--- config.mk ---
export PLATFORM = sky130hd
export DESIGN_NAME = mat_mult
export DESIGN_NICKNAME = d
export VERILOG_FILES = /design/src/rtl/mat_mult.sv
export SDC_FILE = /design/constraint.sdc
export NUM_CORES = 2
export LEC_CHECK = 0
export BUFFER_PORTS_ARGS = -buffer_cell sky130_fd_sc_hd__buf_2
export CORE_AREA = 2 2 424 426
export CTS_BUF_LIST = sky130_fd_sc_hd__clkbuf_2
export CTS_CLUSTER_DIAMETER = 150
export DETAILED_ROUTE_END_ITERATION = 8
export DIE_AREA = 0 0 426 428
export PLACE_DENSITY_LB_ADDON = 0.08
export SLEW_MARGIN = 30
export SYNTH_ARGS = -nofsm -noshare
export SYNTH_HDL_FRONTEND = slang
export SYNTH_SLANG_ARGS = --single-unit
--- constraint.sdc ---
create_clock -name clk -period 20.6 [get_ports clk]
set_clock_uncertainty 0.15 [all_clocks]
set_input_delay 4.12 -clock clk [delete_from_list [all_inputs] [get_ports clk]]
set_output_delay 4.12 -clock clk [all_outputs]
set_load 0.005 [all_outputs]
--- src/rtl/mat_mult.sv ---
// Sequential 3x3 matrix multiplier: one C element per cycle, three multipliers.
// Define MAT_MULT_SIGNED_EN for two's-complement operands; unsigned by default.
module mat_mult #(
  parameter int DATA_W = 16,
  parameter int OUT_W  = 2*DATA_W+2
) (
  input  logic                 clk,
  input  logic                 rst,
  input  logic                 mult_en,
  input  logic [9*DATA_W-1:0]  matrix_a_stream,
  input  logic [9*DATA_W-1:0]  matrix_b_stream,
  output logic [9*OUT_W-1:0]   matrix_c_stream,
  output logic                 busy,
  output logic                 done
);

  typedef enum logic [0:0] {IDLE = 1'b0, COMPUTE = 1'b1} state_e;

  state_e                state_q, state_d;
  logic [3:0]            idx_q, idx_d;
  logic [9*DATA_W-1:0]   a_q, a_d, b_q, b_d;
  logic [OUT_W-1:0]      c_q [9];
  logic [OUT_W-1:0]      c_d [9];
  logic                  busy_q, busy_d, done_q, done_d;

  logic [DATA_W-1:0]     a_e [9];
  logic [DATA_W-1:0]     b_e [9];
  logic [3:0]            rb_s, cb_s;
  logic [OUT_W-1:0]      p0_s, p1_s, p2_s, dot_s;

  // Widening to OUT_W first keeps the low OUT_W product bits exact in both modes.
  function automatic logic [OUT_W-1:0] ext(input logic [DATA_W-1:0] v);
`ifdef MAT_MULT_SIGNED_EN
    ext = {{(OUT_W-DATA_W){v[DATA_W-1]}}, v};
`else
    ext = {{(OUT_W-DATA_W){1'b0}}, v};
`endif
  endfunction

  // Unpack latched operands into row-major element arrays.
  always_comb begin
    for (int k = 0; k < 9; k++) begin
      a_e[k] = a_q[(8-k)*DATA_W +: DATA_W];
      b_e[k] = b_q[(8-k)*DATA_W +: DATA_W];
    end
  end

  // Map the element index to the base index of A's row and B's column.
  always_comb begin
    rb_s = 4'd0;
    cb_s = 4'd0;
    case (idx_q)
      4'd0:    begin rb_s = 4'd0; cb_s = 4'd0; end
      4'd1:    begin rb_s = 4'd0; cb_s = 4'd1; end
      4'd2:    begin rb_s = 4'd0; cb_s = 4'd2; end
      4'd3:    begin rb_s = 4'd3; cb_s = 4'd0; end
      4'd4:    begin rb_s = 4'd3; cb_s = 4'd1; end
      4'd5:    begin rb_s = 4'd3; cb_s = 4'd2; end
      4'd6:    begin rb_s = 4'd6; cb_s = 4'd0; end
      4'd7:    begin rb_s = 4'd6; cb_s = 4'd1; end
      4'd8:    begin rb_s = 4'd6; cb_s = 4'd2; end
      default: begin rb_s = 4'd0; cb_s = 4'd0; end
    endcase
  end

  // Dot product of the selected row and column.
  always_comb begin
    p0_s  = ext(a_e[rb_s])        * ext(b_e[cb_s]);
    p1_s  = ext(a_e[rb_s + 4'd1]) * ext(b_e[cb_s + 4'd3]);
    p2_s  = ext(a_e[rb_s + 4'd2]) * ext(b_e[cb_s + 4'd6]);
    dot_s = p0_s + p1_s + p2_s;
  end

  // Next-state logic for the control FSM and datapath registers.
  always_comb begin
    state_d = state_q;
    idx_d   = idx_q;
    a_d     = a_q;
    b_d     = b_q;
    c_d     = c_q;
    busy_d  = busy_q;
    done_d  = 1'b0;
    case (state_q)
      IDLE: begin
        if (mult_en) begin
          a_d     = matrix_a_stream;
          b_d     = matrix_b_stream;
          idx_d   = 4'd0;
          busy_d  = 1'b1;
          state_d = COMPUTE;
        end else begin
          busy_d  = 1'b0;
        end
      end
      COMPUTE: begin
        c_d[idx_q] = dot_s;
        if (idx_q == 4'd8) begin
          done_d  = 1'b1;
          busy_d  = 1'b0;
          idx_d   = 4'd0;
          state_d = IDLE;
        end else begin
          idx_d   = idx_q + 4'd1;
        end
      end
      default: begin
        busy_d  = 1'b0;
        state_d = IDLE;
      end
    endcase
  end

  // State registers with synchronous active-low reset.
  always_ff @(posedge clk) begin
    if (!rst) begin
      state_q <= IDLE;
      idx_q   <= 4'd0;
      a_q     <= {(9*DATA_W){1'b0}};
      b_q     <= {(9*DATA_W){1'b0}};
      busy_q  <= 1'b0;
      done_q  <= 1'b0;
      for (int k = 0; k < 9; k++) c_q[k] <= {OUT_W{1'b0}};
    end else begin
      state_q <= state_d;
      idx_q   <= idx_d;
      a_q     <= a_d;
      b_q     <= b_d;
      busy_q  <= busy_d;
      done_q  <= done_d;
      for (int k = 0; k < 9; k++) c_q[k] <= c_d[k];
    end
  end

  // Pack the result registers, C[0][0] at the MSBs.
  always_comb begin
    for (int k = 0; k < 9; k++) matrix_c_stream[(8-k)*OUT_W +: OUT_W] = c_q[k];
  end

  assign busy = busy_q;
  assign done = done_q;

endmodule

[Word level (Yosys, flattened, before mapping)]
Memories as Yosys holds them, arrays and structs flattened. A register that Yosys moved wholly into a read port is not among the register bits.
Cells that the tools add are included.
Cells by class
  $add $sub $neg: 7
  multiply operators: 3
  $lt $le $gt $ge: 8
  equal/unequal tests: 3
  multiplexer cells: 32
  bitwise operators: 8
  reductions and logical operators: 3
Operators by type and width (number)
  $bmux 16 s4: 6
  $bwmux 306: 1
  $mux 16: 12
  $demux 34 s4: 1
  $mul 16x16->32: 3
  $ge 5x5->1 const B: 7
  $not 4->5: 7
  $add 33x32->34: 1
  $mux 34: 1
  $add 32x32->33: 1
  $mux 4: 4
  $add 4x1->4 const B: 2
  $add 4x2->4 const B: 2
  $pmux 4 s2: 1
  $lt 5x1->1 const B: 1
  $add 4x3->4 const B: 1
  $eq 4x4->1 const B: 1
  $mux 1: 4
  $pmux 1 s2: 2
  $reduce_and 2->1: 2
  $ne 2x1->1 const B: 1
  $ne 2x2->1 const B: 1
  $logic_and 1x1->1: 1
  $not 1->1: 1
Word-level totals
  bits in registers: 601
  memory bits (read-only): 80
  input bits: 291
  output and inout port bits: 308
  memories kept: 1
Memory list
  (name not given): words 16, width 5, rd ports 1, clocked after Yosys merged registers in 1, write ports 0, line 52  | case (idx_q)

[Logic depth before layout (Yosys ltp)]
  depth in word-level cells: 9
  mapped depth: 39

[Least setup slack after synthesis]
No wires, ideal clock.
  path type: register to register
  start point: reg, netlist name cb_s[0]
  end point: reg c_q, in the netlist matrix_c_stream[127]
  setup time: 135 ps
  arrival: 9823 ps
  path slack: 10492 ps
  cell stages (with the launch flop): 39
  buffers on the path: 10
  clock period less this slack: 10108 ps
  cell sequence: dfxtp_1 buf_2 buf_4 buf_2 buf_2 inv_1 ha_1 clkbuf_1 buf_2 buf_2 mux4_2 mux2i_1 clkbuf_1 nor2_1 fa_1 inv_1 fa_1 inv_1 (+3 left out) inv_1 fa_1 fa_1 fa_1 fa_1 inv_1 fa_1 inv_1 ha_1 and3_1 and3_1 o21ai_1 and3b_1 buf_4 a211o_1 buf_6 a21boi_4 o31ai_1
On the way
  cells in the longest elaborated chain, start to end: 9
  elaborated cells between the ends (all ways): 20
  classes of those cells: add/sub: 4; mul: 3; mux: 10; bitwise: 3
RTL lines
  $add 4x2->4: line 69  | p1_s = ext(a_e[rb_s + 4'd1]) * ext(b_e[cb_s + 4'd3]);
  $not 4->5 (implied by the code): line 69
  $bmux 16 s4: line 69
  $mux 16 (implied by the code) (2 in a row): line 69
  $mul 16x16->32: line 69
  $add 32x32->33: line 71  | dot_s = p0_s + p1_s + p2_s;
  $add 33x32->34 *: line 71
  $bwmux 306 *: line 96  | c_d[idx_q] = dot_s;
  end: declaration: line 22  | logic [OUT_W-1:0] c_q [9];
Mark *: on every way between the ends. The rest lies on a longest branch, timed or not. The select of a mux whose other input is x is not followed.
A chain may end at the register's enable or synchronous reset.

[Worst setup path after layout]
  start point: reg, netlist name cb_s[1]
  end point: reg c_q, in the netlist matrix_c_stream[199]
On the way
  cells in the longest elaborated chain, start to end: 9
  elaborated cells between the ends (all ways): 20
  classes of those cells: add/sub: 4; mul: 3; mux: 10; bitwise: 3
RTL lines (line)
  $add 4x2->4: 69
  $not 4->5 (implied by the code): 69
  $bmux 16 s4: 69
  $mux 16 (implied by the code) (2 in a row): 69
  $mul 16x16->32: 69
  $add 32x32->33: 71
  $add 33x32->34 *: 71
  $bwmux 306 *: 96
Marked as above.

==> flow_summary_export.csv <==
group,metric,value,unit
yosys,ys_seq_area_share,22.9,%
yosys,yosys.area_share.simple,16.6,%
yosys,synth_fp_nets,7454,
yosys,syn_area_per_cell,8.61,sq um
cts,numCtsBuffers,175,
timing,slew_viol_final,0,
layout,synthToLayoutAreaGrowth,14.1,%
placement,place_ws,9410,ps
pwr,finalPower,3.80,mW
routing,drt_iter0_markers,3322,
global_route,grt_pass1_wl,344000,microns
pwr,p_int,2.05,mW
pwr,p_leak,27.5,nW
timing,hold_viol_final,0,
pwr,powerDensity,62.8,nW/um^2
placement,hpwl,184000,microns
pwr,switching_power,1.76,mW
global_route,grt_use_total,26.1,%
layout,multi_input_area,36400,sq um
worst_setup_path,cp_slowest_cell,"o311ai_4",
timing,fmax,88.6,MHz
hold_path,hold_path.class,"reg2reg",
floorplan,io_pins,599,
yosys,synthFlopType,"dfxtp_1",
worst_setup_path,crit_arrival,12500,ps
worst_setup_path,end_kind,"flop",
yosys,synthesis.area,53000,sq um
pwr,pwr-share-seq,33.3,%
global_route,grt_max_degree,216,
floorplan,core,178000,sq um
floorplan,rows,155,
pwr,peakVddDrop,0.105,mV
layout,nFillCells,19100,
routing,postRouteAntennaNets,0,
cts,cts_buffer_depth,3,
cts,insertion_delay,1590,ps
timing,timing.final.crit_period,11290,ps
floorplan,start_util,29.9,%
cts,cts_tree,"built",
worst_setup_path,cpPeakStageDelay,630,ps
hold_path,hold_path_depth,2,
timing,worst_slack,9310,ps
global_route,grt_antenna_before_repair,23,
layout,nNetsFinal,7989,
cts,path_clk_slew,90,ps
worst_setup_path,reg2regPathDepth,25,
yosys,synth_cells,6163,
yosys,synth_mux_area_share,7.99,%
floorplan,die_w,426,microns
timing,min_period_over_period,54.8,%
timing,maxSlewHeadroom,27.4,%
cts,cts.htree.levels,4,
worst_setup_path,startpoint_type,"flop",
cts,cts_sinks,606,
floorplan,die_area,182000,sq um
routing,vias,46100,
yosys,synth-compound-area-share,9.44,%
layout,final_common_cell,"nand2_1",
worst_setup_path,required,21810,ps
cts,post_cts_buffers,0,
yosys,synth_edf_count,0,
routing,wl_per_cell,25.8,microns
global_route,overflow,0,
yosys,synthArstFlopShare,0,%
routing,dr.pass1.iters,5,
yosys,synth_xor_area_share,0.297,%
yosys,synthDistinctLibCells,73,
cts,cts_resized,0,
timing,worst_slew_pin_slew,1090,ps
timing,tns,0,ps
global_route,first_global_vias,48100,
placement,gp_congestion,0.933,
placement,io_buffers,598,
yosys,synth_top_family_by_area,"adder cells",
worst_setup_path,crit_fanout,36,
pwr,p_clk_share,24.8,%
worst_setup_path,path_common_cell,"fa_1",
timing,setup_violations,0,
yosys,synth_seq_cells,606,
layout,final_cell_mix,"nand2_1 (1,144), inv_1 (897), fa_1 (707)",
cts,cts_root_buf,"clkbuf_2",
layout,drive_gt1_share,19.2,%
job,drv_cap,0,
timing,grt_setup_unrepaired,"false",
cts,ctsHoldBuffers,0,
layout,seqCellArea,12100,sq um
routing,drt-total-wl,238000,microns
yosys,yosys_warnings,0,
floorplan,die_h,428,microns
pwr,swShare,46.2,%
routing,vias_per_cell,5.01,
worst_setup_path,crit_type,"reg2reg",
status,status,"finished clean",
yosys,synthAdderAreaFrac,33.6,%
routing,drc,0,
pwr,comb_power_share,41.9,%
[per-stage QoR]
stage	util, %	area (sq um)	cells	hold WS [ps]
after global placement	33.1	58800	8876	286
after global routing	34.1	60500	9200	321
after detailed placement	33.1	58800	8876	293
after floorplan	-	53000	6163	283
final	34.1	60500	9203	306
after CTS	34.0	60500	9190	307
[state kept, by name, summed over array words and instances, names as in the netlist]
name,count
b_e,144
matrix_c_stream,306
rb_s,3
busy,1
idx_q,4
state_q,1
cb_s,2
done,1
a_e,144
[cell type report]
cell class                      count  area share [%]
Sequential cell                   606            20.1
Tap cell                         2355            4.87
Clock buffer                      261            2.16
Multi-Input combinational cell   4290            60.2
Clock inverter                     53           0.521
Inverter                          899            5.59
Antenna cell                       13          0.0537
Timing Repair Buffer              726            6.58
[critical path, delay by kind of cell, from the launching register on]
kind	cells	cell delay (ps)
AND/OR/NAND/NOR	1	200
flip-flops	1	320
AO/OA/AOI/OAI	6	2190
multiplexers	2	1040
adder cells (fa/ha/maj)	11	5420
buffers and inverters	5	1680
[power groups by stage]
stage / Combinational, mW / Sequential (mW) / Clock [mW]
after global placement: 1.58 / 1.29 / 0
after global routing: 1.71 / 1.27 / 1.05
after detailed placement: 1.58 / 1.29 / 0
after CTS: 1.60 / 1.27 / 0.986
after floorplan: 0.813 / 1.27 / 0
final: 1.59 / 1.27 / 0.943
[final timing paths]
check | from | to | slack, ps
worst max register to register | cb_s[1]$_DFF_P_ | matrix_c_stream[199]$_SDFFE_PN0P_ | 9310
worst max-delay path | cb_s[1]$_DFF_P_ | matrix_c_stream[199]$_SDFFE_PN0P_ | 9310
worst min register to register | matrix_c_stream[294]$_SDFFE_PN0P_ | matrix_c_stream[294]$_SDFFE_PN0P_ | 310
worst min-delay path | matrix_c_stream[294]$_SDFFE_PN0P_ | matrix_c_stream[294]$_SDFFE_PN0P_ | 310
[cell families (layout without fill, tap and decap cells)]
| logic type | Yosys count | count (layout) |
|---|---|---|
| AND/OR/NAND/NOR | 2126 | 2126 |
| multiplexers | 271 | 271 |
| adder cells (fa/ha/maj) | 1000 | 1000 |
| flip-flops | 606 | 606 |
| AO/OA/AOI/OAI | 875 | 875 |
| other | 0 | 13 |
| XOR/XNOR | 18 | 18 |
| buffers and inverters | 1267 | 1939 |
[cells in the mapped netlist (16+ instances only)]
cell	n	area share [%]
a211oi_1	19	0.27
a21oi_1	556	5.2
a32oi_1	18	0.30
and2_1	17	0.20
buf_1	26	0.18
buf_2	52	0.49
clkbuf_1	283	2.0
dfxtp_1	606	23
fa_1	707	27
ha_1	293	6.9
inv_1	898	6.4
mux2_2	39	0.83
mux2i_1	113	2.1
mux4_2	118	5.0
nand2_1	1144	8.1
nand2b_1	64	0.75
nand3_1	140	1.3
nand4_1	29	0.34
nor2_1	563	4.0
nor2b_1	26	0.31
nor3_1	53	0.50
o21a_1	16	0.23
o21ai_0	111	1.0
o21ai_1	34	0.32
o311ai_0	18	0.30
o31ai_1	19	0.27
or2_2	59	0.70
[routing by layer]
metal  GRT usage [%]  share of wire, %
met5               0             0.062
met3            6.61               7.3
met4            6.71               2.4
met1            35.0                44
met2            41.6                46
No activity file was read; power rests on OpenSTA's default activity.
